File: config.mk
export PLATFORM = sky130hd
export DESIGN_NAME = mandala_frame_sequencer
export DESIGN_NICKNAME = d
export VERILOG_FILES = /design/src/rtl/mandala_pkg.sv /design/src/rtl/mandala_input_sync.sv /design/src/rtl/mandala_frame_sequencer.sv
export SDC_FILE = /design/constraint.sdc
export NUM_CORES = 1
export LEC_CHECK = 0
export ABC_AREA = 1
export ABC_CLOCK_PERIOD_IN_PS = 2200
export CAP_MARGIN = 10
export CORE_MARGIN = 3
export CORE_UTILIZATION = 45
export DETAILED_ROUTE_END_ITERATION = 7
export PLACE_DENSITY = 0.69
export RECOVER_POWER = 25
export SKIP_LAST_GASP = 1
export SLEW_MARGIN = 20
export SYNTH_ARGS = -nofsm -noshare
export SYNTH_HDL_FRONTEND = slang
export SYNTH_SLANG_ARGS = --single-unit
export TNS_END_PERCENT = 20
File: constraint.sdc
create_clock -name clk -period 2.2 [get_ports clk]
set_input_delay 0.66 -clock clk [delete_from_list [all_inputs] [get_ports clk]]
set_output_delay 0.66 -clock clk [all_outputs]
set_load 0.005 [all_outputs]
File: src/rtl/mandala_pkg.sv
// Shared types and constants for the mandala frame sequencer and its helpers.
// The palette seed steps a 16-bit Galois LFSR.
package mandala_pkg;

  typedef enum logic [1:0] {
    ST_IDLE  = 2'd0,
    ST_RUN   = 2'd1,
    ST_PAUSE = 2'd2,
    ST_STEP  = 2'd3
  } state_t;

  localparam logic [15:0] LFSR_TAPS         = 16'hB400;
  localparam logic [15:0] SEED_INIT_DEFAULT = 16'hACE1;

  // One Galois step; this tap set is maximal length, so a nonzero seed never reaches zero.
  function automatic logic [15:0] lfsr_next(input logic [15:0] s);
    logic [15:0] shifted;
    shifted = s >> 1;
    lfsr_next = s[0] ? (shifted ^ LFSR_TAPS) : shifted;
  endfunction

endpackage

File: src/rtl/mandala_input_sync.sv
// Two-flop synchroniser for asynchronous pins, with an optional rising-edge
// detector taken after the synchronised stage.
module mandala_input_sync
  import mandala_pkg::*;
#(
  parameter int W    = 1,
  parameter bit EDGE = 1'b0
) (
  input  logic         clk,
  input  logic         rst_n,
  input  logic [W-1:0] d,
  output logic [W-1:0] q,
  output logic [W-1:0] rise
);

  logic [W-1:0] meta;

  always_ff @(posedge clk or negedge rst_n) begin
    if (!rst_n) begin
      meta <= '0;
      q    <= '0;
    end else begin
      meta <= d;
      q    <= meta;
    end
  end

  generate
    if (EDGE) begin : g_edge
      logic [W-1:0] prev;

      always_ff @(posedge clk or negedge rst_n) begin
        if (!rst_n) begin
          prev <= '0;
        end else begin
          prev <= q;
        end
      end

      assign rise = q & ~prev;
    end else begin : g_no_edge
      assign rise = '0;
    end
  endgenerate

endmodule

File: src/rtl/mandala_frame_sequencer.sv
// Frame-synchronous controller: owns animation phase, ring mode and palette
// reseed schedule; player controls take effect only on a vsync frame tick.
module mandala_frame_sequencer
  import mandala_pkg::*;
#(
  parameter int          PHASE_W     = 8,
  parameter int          HOLD_FRAMES = 60,
  parameter logic [15:0] SEED_INIT   = SEED_INIT_DEFAULT
) (
  input  logic               clk,
  input  logic               rst_n,
  input  logic               vsync_i,
  input  logic               run_i,
  input  logic               step_i,
  input  logic [2:0]         speed_i,
  input  logic [1:0]         mode_i,
  output logic [PHASE_W-1:0] phase_o,
  output logic [1:0]         mode_o,
  output logic [15:0]        seed_o,
  output logic               seed_load_o,
  output logic               frame_tick_o,
  output logic [1:0]         state_o
);

  localparam int               CNT_W    = (HOLD_FRAMES > 1) ? $clog2(HOLD_FRAMES) : 1;
  localparam logic [CNT_W-1:0] CNT_LAST = CNT_W'(HOLD_FRAMES - 1);

  logic [1:0]         rst_pipe;
  logic               rst_n_sync;

  logic               run_s;
  logic               step_rise;
  logic [2:0]         speed_s;
  logic [1:0]         mode_s;
  logic               run_rise_unused;
  logic               step_level_unused;
  logic [2:0]         speed_rise_unused;
  logic [1:0]         mode_rise_unused;

  logic               vsync_prev;
  logic               tick;
  logic               tick_q;

  state_t             state_q;
  state_t             state_d;

  logic [PHASE_W-1:0] phase_q;
  logic [PHASE_W-1:0] phase_inc;
  logic [1:0]         mode_q;
  logic [2:0]         speed_sh;
  logic [CNT_W-1:0]   cnt_q;
  logic               cnt_adv;
  logic               reseed;
  logic               reseed_q;
  logic [15:0]        seed_q;
  logic               seed_load_q;

  logic               step_pending_q;
  logic               step_edge_ok;
  logic               step_req;
  logic               step_take;

  // Reset asserts asynchronously but leaves the design two clocks after rst_n rises.
  always_ff @(posedge clk or negedge rst_n) begin
    if (!rst_n) begin
      rst_pipe <= 2'b00;
    end else begin
      rst_pipe <= {rst_pipe[0], 1'b1};
    end
  end

  assign rst_n_sync = rst_pipe[1];

  mandala_input_sync #(.W(1), .EDGE(1'b0)) u_sync_run (
    .clk   (clk),
    .rst_n (rst_n_sync),
    .d     (run_i),
    .q     (run_s),
    .rise  (run_rise_unused)
  );

  mandala_input_sync #(.W(1), .EDGE(1'b1)) u_sync_step (
    .clk   (clk),
    .rst_n (rst_n_sync),
    .d     (step_i),
    .q     (step_level_unused),
    .rise  (step_rise)
  );

  mandala_input_sync #(.W(3), .EDGE(1'b0)) u_sync_speed (
    .clk   (clk),
    .rst_n (rst_n_sync),
    .d     (speed_i),
    .q     (speed_s),
    .rise  (speed_rise_unused)
  );

  mandala_input_sync #(.W(2), .EDGE(1'b0)) u_sync_mode (
    .clk   (clk),
    .rst_n (rst_n_sync),
    .d     (mode_i),
    .q     (mode_s),
    .rise  (mode_rise_unused)
  );

  assign tick         = vsync_i && !vsync_prev;
  assign step_edge_ok = step_rise && (state_q != ST_RUN);
  assign step_req     = step_pending_q || step_edge_ok;
  assign reseed       = cnt_adv && (cnt_q == CNT_LAST);

  always_ff @(posedge clk or negedge rst_n_sync) begin
    if (!rst_n_sync) begin
      state_q <= ST_IDLE;
    end else begin
      state_q <= state_d;
    end
  end

  always_comb begin
    state_d = state_q;
    if (tick) begin
      case (state_q)
        ST_IDLE:  if (run_s) state_d = ST_RUN;
        ST_RUN:   if (!run_s) state_d = ST_PAUSE;
        ST_PAUSE: begin
          if (run_s) begin
            state_d = ST_RUN;
          end else if (step_req) begin
            state_d = ST_STEP;
          end
        end
        ST_STEP:  state_d = run_s ? ST_RUN : ST_PAUSE;
        default:  state_d = ST_IDLE;
      endcase
    end
  end

  // Frame actions are decided from the pre-tick state and the pre-tick shadow speed.
  always_comb begin
    phase_inc = '0;
    cnt_adv   = 1'b0;
    step_take = 1'b0;
    if (tick) begin
      case (state_q)
        ST_RUN: begin
          if (run_s) begin
            phase_inc = PHASE_W'(speed_sh) + PHASE_W'(1);
            cnt_adv   = 1'b1;
          end
        end
        ST_STEP:  phase_inc = PHASE_W'(1);
        ST_PAUSE: step_take = !run_s && step_req;
        default:  phase_inc = '0;
      endcase
    end
  end

  // vsync_prev resets high so a vsync already high at reset release cannot fake a rise.
  always_ff @(posedge clk or negedge rst_n_sync) begin
    if (!rst_n_sync) begin
      vsync_prev     <= 1'b1;
      tick_q         <= 1'b0;
      phase_q        <= '0;
      mode_q         <= '0;
      speed_sh       <= '0;
      cnt_q          <= '0;
      seed_q         <= SEED_INIT;
      reseed_q       <= 1'b0;
      seed_load_q    <= 1'b0;
      step_pending_q <= 1'b0;
    end else begin
      vsync_prev     <= vsync_i;
      tick_q         <= tick;
      phase_q        <= phase_q + phase_inc;
      reseed_q       <= reseed;
      seed_load_q    <= reseed_q;
      step_pending_q <= step_take ? 1'b0 : step_req;
      if (tick) begin
        speed_sh <= speed_s;
        mode_q   <= mode_s;
      end
      if (reseed) begin
        cnt_q  <= '0;
        seed_q <= lfsr_next(seed_q);
      end else if (cnt_adv) begin
        cnt_q <= cnt_q + CNT_W'(1);
      end
    end
  end

  assign phase_o      = phase_q;
  assign mode_o       = mode_q;
  assign seed_o       = seed_q;
  assign seed_load_o  = seed_load_q;
  assign frame_tick_o = tick_q;
  assign state_o      = state_q;

endmodule

Word-level counts from Yosys, hierarchy flattened
Cells that the tools add are included.

Add/subtract/negate cells: 3. Multipliers: 0. Divide/modulo/power cells: 0. Magnitude comparators: 0. Equality and inequality tests: 8. Shift-type cells: 0. Muxes and demuxes: 18. Bitwise gates (word level): 3. Reduce and logical (&&, ||, !) cells: 10.

Operators with widths (count): $mux 16 (1); $mux 6 (2); $mux 2 (5); $add 8x8->8 (1); $mux 8 (1); $pmux 2 s4 (1); $pmux 4 s2 (1); $add 6x1->6 const B (1); $eq 6x6->1 const B (1); $mux 1 (6); $add 3x1->4 const B (1); $eq 2x2->1 const B (2); $logic_and 1x1->1 (4); $mux 4 (1); $ne 2x1->1 const B (2); $not 3->4 (1); $reduce_and 4->1 (1); $ne 3x2->1 const B (1); $eq 2x1->1 const B (1); $logic_not 1->1 (2); $logic_not 2->1 (1); $ne 2x2->1 const B (1); $reduce_bool 2->1 (1); $and 1x1->1 (1); other kinds (2) (2).

Register bits after elaboration: 59. Latch bits: 0. Memory bits (writable): 0. Memory bits (read-only): 0. Input bits: 10. Output and inout port bits: 30. Memories: 0.

Depth between registers and ports, before layout
Gate-level depths: netlist (run 1).

Word-level depth: 8. Depth in mapped cells: 13.

By module
Synthesis (run 1) repeated with hierarchy kept, for this count alone.

Cells, all modules: 248. Area, all modules: 2486.1 um^2.

Modules (own cells, without submodules): mandala_frame_sequencer (times used 1, cells an instance 222, area each 2044.5 um^2); mandala_input_sync at u_sync_speed (times used 1, cells an instance 10, area each 176.4 um^2); mandala_input_sync at u_sync_mode (times used 1, cells an instance 7, area each 118.9 um^2); mandala_input_sync at u_sync_step (times used 1, cells an instance 5, area each 85.1 um^2); mandala_input_sync at u_sync_run (times used 1, cells an instance 4, area each 61.3 um^2).

Least setup slack after synthesis (run 1)
Ideal clock, no wire load.

Path kind: input -> register. Start point: input vsync_i. End point: register phase_q[6], in the netlist phase_o[6]. Library setup time: 0.123 ns. Arrival: 1.980 ns. Required time: 2.077 ns. Slack: 0.097 ns. Stages: 12. Buffers on the path: 0. Cell sequence: inv_1 nor2_4 nand2_2 nor2_8 inv_1 nor2_1 fa_1 nand3_1 nand2_1 nand2_1 o21ai_0 nand2_1.

Word-level cells in the longest chain between the ends: 3.

Ends and longest elaborated chain: from (decl) (RTL line mandala_frame_sequencer.sv:12) `input logic vsync_i,`; $logic_and 1x1->1 (RTL line mandala_frame_sequencer.sv:106) `assign tick = vsync_i && !vsync_prev;`; $mux 8 (RTL line mandala_frame_sequencer.sv:143) `if (tick) begin`; $add 8x8->8 (RTL line mandala_frame_sequencer.sv:174) `phase_q <= phase_q + phase_inc;`; to (signal assigned) (RTL line mandala_frame_sequencer.sv:174); to (decl) (RTL line mandala_frame_sequencer.sv:47) `logic [PHASE_W-1:0] phase_q;`.

Every way passes these cells. A chain may end at the register's enable or synchronous reset.

Worst setup path in the final report (run 1)
Start point: register seed_q[0], in the netlist seed_o[0]. End point: output seed_o[0].

RTL lines: from (decl) (RTL line mandala_frame_sequencer.sv:55) `logic [15:0] seed_q;`; from (signal assigned) (RTL line mandala_frame_sequencer.sv:184) `seed_q <= lfsr_next(seed_q);`; to (decl) (RTL line mandala_frame_sequencer.sv:19) `output logic [15:0] seed_o,`.

No word-level cell between the ends.

==> flow_metrics.env, run 1 <==
export IMPL_finalCritPeriodShare_pct=96.5
export IMPL_setup_viol=0
export IMPL_cp_required_ns=1.54
export IMPL_max_freq_ghz=0.471
export IMPL_coreArea_sq_um=5140
export IMPL_syn_area_sq_um=2420
export IMPL_dp_hpwl_um=2970
export IMPL_place_inst=350
export IMPL_peakVddDrop_v=0.000635
export IMPL_grt_pass1_vias=1770
export IMPL_layout_commonest_cell="nand2_1"
export IMPL_synth_cells=236
export IMPL_worstMarginPinSlew_ns=1.20
export IMPL_rows=26
export IMPL_grt_overflow=0
export IMPL_hold_class="flop to flop"
export IMPL_syn_avg_cell_area_sq_um=10.2
export IMPL_fin_nets=309
export IMPL_syn_nets=253
export IMPL_synthTopCellsByArea="dfrtp_1 52%, nand2_1 11%, dfstp_2 9.8%"
export IMPL_cp_arrival_ns=1.46
export IMPL_io_pins=40
export IMPL_die_w_um=79.3
export IMPL_cts_buffers_inserted=9
export IMPL_drive_above_1_share_pct=17.5
export IMPL_worst_path_max_delay_cell="dfstp_2"
export IMPL_synth_top_area_share_pct=51.8
export IMPL_cts_sinks=59
export IMPL_critPathTopFamily="flip-flops"
export IMPL_root_buffer="clkbuf_8"
export IMPL_ant_nets=0
export IMPL_yosys_warnings=0
export IMPL_antenna_found_initial=0
export IMPL_synth_top_area_cell="dfrtp_1"
export IMPL_fin_area_sq_um=3160
export IMPL_dieArea_sq_um=6290
export IMPL_hold_viol_final=0
export IMPL_first_pass_iters=4
export IMPL_h_tree_depth=3
export IMPL_clock_latency_ns=0.33
export IMPL_setup_tns_ns=0
export IMPL_fp_dieH_um=79.3
export IMPL_cts_tree="done"
export IMPL_viasPerCell=4.67
export IMPL_route_vias_total=1714
export IMPL_p_per_area_nw_per_um2=858
export IMPL_grt_max_degree=31
export IMPL_slew_violations=0
export IMPL_crit_chain="clkdlybuf4s50_1"
export IMPL_drc=0
export IMPL_instances_no_fill=367
export IMPL_yosysUniqueCellTypes=29
export IMPL_grt_pass1_wl_um=7620
export IMPL_area_delta_synth_final_pct=30.6
export IMPL_status="complete, no violations"
export IMPL_grt_usage_pct=16.0
export IMPL_worstPathMaxFanout=6
export IMPL_port_buffers=39
export IMPL_gp_congestion=0.803
export IMPL_maxCapViolCount=0
export IMPL_ctsHoldBuffers=0
export IMPL_ys_seq_elements=59
export IMPL_p_leak_nw=1.54
export IMPL_whs_ns=0.346
export IMPL_worst_path_buf_inv=1
export IMPL_clk_pin_slew_ns=0.07
export IMPL_period_needed_ns=2.12
export IMPL_antennaDiodeCount=0
export IMPL_cts_buffer_depth=2
export IMPL_criticalPathCategory="flop to primary output"
export IMPL_skew_ns=0.0108
export IMPL_cp_start_kind="flop"
export IMPL_final_cell_mix="65 x nand2_1, 50 x dfrtp_1, 30 x clkdlybuf4s50_1, 23 x inv_1, 16 x nand3_1"
export IMPL_rsz0062_at_grt="false"
export IMPL_endpoint_kind="primary output"
export IMPL_worst_path_largest_cell_delay_ns=0.61
export IMPL_dpl_cell_area_sq_um=2950
export IMPL_slew_headroom_pct=20.1
export IMPL_avgRoutedWirePerCell_um=11.5
export IMPL_drt_iter0_drc=59
export IMPL_start_util_pct=47.0
export IMPL_totalWireLength_um=4230
export IMPL_yosysSeqAreaShare_pct=61.5
==> worst register-to-register path: cells and delay by family (launching register included) <==
kind / cells / cell delay, ns
flops: 1 / 0.44
compound gates: 1 / 0.17
simple gates: 8 / 0.65
fa+ha+maj: 1 / 0.29
buf+inv: 2 / 0.21
==> cell usage after synthesis <==
cell type / number
nand2_1: 68
dfrtp_1: 50
inv_1: 24
nand3_1: 16
o21ai_0: 10
dfstp_2: 9
o21ai_1: 8
nor2_1: 7
ha_1: 6
xnor2_1: 5
xor2_1: 5
a21oi_1: 4
nand4_1: 4
buf_6: 2
nand2_2: 2
nand2_4: 2
nor3_1: 2
a22o_1: 1
and3_1: 1
buf_1: 1
buf_8: 1
clkbuf_1: 1
clkbuf_2: 1
conb_1: 1
fa_1: 1
inv_4: 1
nor2_4: 1
nor2_8: 1
o21ai_2: 1
==> registers in the layout, summed over array words and instances, names as in the netlist, 2 cells and up <==
register and cells:
cnt_q 6, u_sync_mode.q 2, u_sync_speed.q 3, rst_pipe 2, phase_o 8, u_sync_mode.meta 2
seed_o 16, mode_o 2, speed_sh 3, state_o 2, u_sync_speed.meta 3
==> logic make-up after synthesis <==
family	count (synthesis)	synth area share, %
AO/OA/AOI/OAI	24	5.28
other	1	0.155
flip-flops	59	61.5
buffers and inverters	31	6.06
XOR/XNOR	10	3.62
adder cells (fa/ha/maj)	7	3.93
AND/OR/NAND/NOR	104	19.4
==> path summary, 6_finish.rpt <==
kind	startpoint	end	slack [ns]	depth (start not counted)
hold reg to reg	u_sync_speed.meta[2]	u_sync_speed.q[2]	0.35	0
hold / removal	u_sync_speed.meta[2]	u_sync_speed.q[2]	0.35	0
setup reg to reg	state_o[1]	phase_o[5]	0.34	12
setup / recovery	seed_o[0]	seed_o[0]	0.08	1
max in group asynchronous	rst_pipe[1]	seed_o[0]	0.88	1
min in group asynchronous	rst_pipe[1]	mode_o[0]	0.50	0
==> through the flow <==
stage / worst slack, ns / utilization (%) / total power [mW]
after floorplan: 0.0966 / - / 1.63
after CTS: -0.0147 / 61.1 / 2.75
after global placement: -0.356 / 57.5 / 1.87
final: 0.0776 / 61.4 / 2.71
after global routing: 0.0133 / 61.4 / 2.89
after detailed placement: -0.391 / 57.5 / 1.89
==> metal layers <==
metal	vias up	wire length [um]	global-route usage, %
met5	-	0	0
met4	0	70	5.67
met3	7	195	6.69
met2	43	1980	26.0
met1	810	1980	19.2
li1	854	-	-
==> where the power goes <==
part	total (mW)	switching (mW)	internal, mW
registers	1.36	0.141	1.22
clock network	0.837	0.430	0.407
logic	0.511	0.237	0.274
total	2.71	0.809	1.90
==> repair_timing <==
action                                  4_1_cts  5_1_grt
endpoints found under the setup margin        3        5
cloned                                        0        0
pin swaps                                     1        5
buffers inserted                              1        0
gates resized for setup                       3        8
==> final cells by class <==
class | instances | area, sq um
multi-input combinational | 146 | 810
sequential | 59 | 1490
timing repair buffer | 51 | 508
fill | 448 | 1980
inverter | 25 | 96.3
clock buffer | 10 | 128
tap | 70 | 87.6
clock inverter | 6 | 41.3
No activity file was read; power rests on OpenSTA's default activity.
==> run 2, diff against run 1 <==
- ABC_CLOCK_PERIOD_IN_PS: 2200 -> 2100
- CAP_MARGIN: 10 -> 25
- clock period: 2.2 -> 2.1 ns (I/O delays scaled with it)
==> flow_metrics.env, run 2 (same netlist as run 1, synthesis figures left out) <==
export IMPL_status="complete, no violations"
export IMPL_worst_path_buf_inv=1
export IMPL_period_needed_ns=2.02
export IMPL_finalCritPeriodShare_pct=96.2
export IMPL_slew_violations=0
export IMPL_ant_nets=0
export IMPL_antennaDiodeCount=0
export IMPL_clock_latency_ns=0.33
export IMPL_layout_commonest_cell="nand2_1"
export IMPL_cp_required_ns=1.47
export IMPL_power_mw=2.87
export IMPL_final_cell_mix="67 x nand2_1, 50 x dfrtp_1, 30 x clkdlybuf4s50_1, 22 x inv_1, 16 x nand3_1"
export IMPL_num_fill_cells=453
export IMPL_ctsHoldBuffers=0
export IMPL_root_buffer="clkbuf_8"
export IMPL_h_tree_depth=3
export IMPL_worst_path_max_delay_cell="dfstp_2"
export IMPL_grt_pass1_wl_um=7750
export IMPL_rsz0062_at_grt="true"
export IMPL_skew_ns=0.0115
export IMPL_avgRoutedWirePerCell_um=11.4
export IMPL_totalWireLength_um=4220
export IMPL_endpoint_kind="primary output"
export IMPL_multi_input_area_sq_um=801
export IMPL_viasPerCell=4.75
export IMPL_register_area_sq_um=1490
export IMPL_place_inst=351
export IMPL_max_freq_ghz=0.495
export IMPL_hold_viol_final=0
export IMPL_io_pins=40
export IMPL_route_vias_total=1758
export IMPL_crit_chain="clkdlybuf4s50_1"
export IMPL_gp_congestion=0.804
export IMPL_critPathTopFamily="flip-flops"
export IMPL_dieArea_sq_um=6290
export IMPL_area_delta_synth_final_pct=31.1
export IMPL_cts_tree="done"
export IMPL_first_pass_iters=4
export IMPL_rows=26
export IMPL_cts_buffers_inserted=9
export IMPL_grt_pass1_vias=1807
export IMPL_drt_iter0_drc=39
export IMPL_instances_no_fill=370
export IMPL_drc=0
export IMPL_worstPathMaxFanout=4
export IMPL_start_util_pct=47.0
export IMPL_coreArea_sq_um=5140
export IMPL_die_w_um=79.3
export IMPL_cp_arrival_ns=1.39
export IMPL_cp_start_kind="flop"
export IMPL_p_per_area_nw_per_um2=905
export IMPL_port_buffers=39
export IMPL_dp_hpwl_um=2920
export IMPL_peakVddDrop_v=0.000514
export IMPL_slew_headroom_pct=22.8
export IMPL_antenna_found_initial=0
export IMPL_fin_nets=312
export IMPL_drive_above_1_share_pct=17.7
export IMPL_fp_dieH_um=79.3
export IMPL_largest_reg_flops=16
export IMPL_grt_max_degree=31
export IMPL_criticalPathCategory="flop to primary output"
export IMPL_worst_path_largest_cell_delay_ns=0.57
export IMPL_hold_class="flop to flop"
export IMPL_clk_pin_slew_ns=0.06
export IMPL_worstMarginPinSlew_ns=1.16
export IMPL_maxCapViolCount=0
export IMPL_grt_usage_pct=15.9
export IMPL_cts_buffer_depth=2
export IMPL_p_leak_nw=1.55
export IMPL_setup_viol=0
export IMPL_cts_sinks=59
export IMPL_grt_overflow=0
-- run 2: cell types whose count changed in the layout (fill, tap and decap cells not counted), sizes merged --
cell | before | now
dlymetal6s2s | 1 | 0
dlygate4sd2 | 0 | 1
clkinvlp | 3 | 2
buf | 12 | 15
clkinv | 2 | 3
-- run 2: repair_timing --
item | 4_1_cts | 5_1_grt
pin swaps | 7 | 0
gates resized for setup | 8 | 0
setup buffers | 2 | 1
endpoints found under the setup margin | 5 | 4
-- run 2: report_power, final --
part	internal [mW]	total (mW)	switching (mW)
Combinational	0.308	0.566	0.258
Clock	0.429	0.875	0.446
Sequential	1.28	1.43	0.150
-- run 2: worst paths after layout --
kind,start,endpoint,slack [ns],depth (start not counted)
setup / recovery,seed_o[0],seed_o[0],0.08,1
hold / removal,u_sync_speed.meta[2],u_sync_speed.q[2],0.35,0
setup reg to reg,state_o[1],phase_o[7],0.26,12
hold reg to reg,u_sync_speed.meta[2],u_sync_speed.q[2],0.35,0
max in group asynchronous,rst_pipe[1],seed_o[15],0.81,1
min in group asynchronous,rst_pipe[1],u_sync_speed.q[0],0.49,0
-- run 2: per-layer routing --
metal	share of wire, %	up-vias	track usage [%]
li1	-	865	-
met1	47	841	20.2
met2	46	42	25.1
met3	4.2	10	4.20
met4	2.3	0	8.25
met5	0	-	0
-- run 2: worst register-to-register path: stages, from the launching register on --
cell and delay (ns):
dfrtp_1 0.44, inv_1 0.13, nand2_4 0.09, nor2_8 0.12, inv_2 0.05, nor2_1 0.11, ha_1 0.26, a21oi_1 0.15
nand2_1 0.11, nand2_1 0.09, nand2_1 0.06, nand2_1 0.06, nand2_1 0.05
-- run 2: area by class of cell --
class / count / share of cell area [%]
well taps: 70 / 2.76
flip-flops and latches: 59 / 46.9
clock inverters: 6 / 1.34
inverters: 25 / 3.04
repair buffers: 54 / 16.6
clock buffers: 10 / 4.03
multi-input cells: 146 / 25.3
-- run 2: through the flow --
| stage | util (%) | instance area, sq um | worst slack [ns] | setup TNS, ns | hold WS, ns |
|---|---|---|---|---|---|
| after floorplan | - | 2420 | 0.0266 | 0 | 0.331 |
| after global placement | 57.6 | 2960 | -0.427 | -2.38 | 0.322 |
| after detailed placement | 57.6 | 2960 | -0.454 | -2.71 | 0.320 |
| after CTS | 61.5 | 3160 | -0.00343 | -0.00343 | 0.326 |
| after global routing | 61.7 | 3170 | -0.0387 | -0.0606 | 0.359 |
| final | 61.7 | 3170 | 0.0791 | 0 | 0.349 |
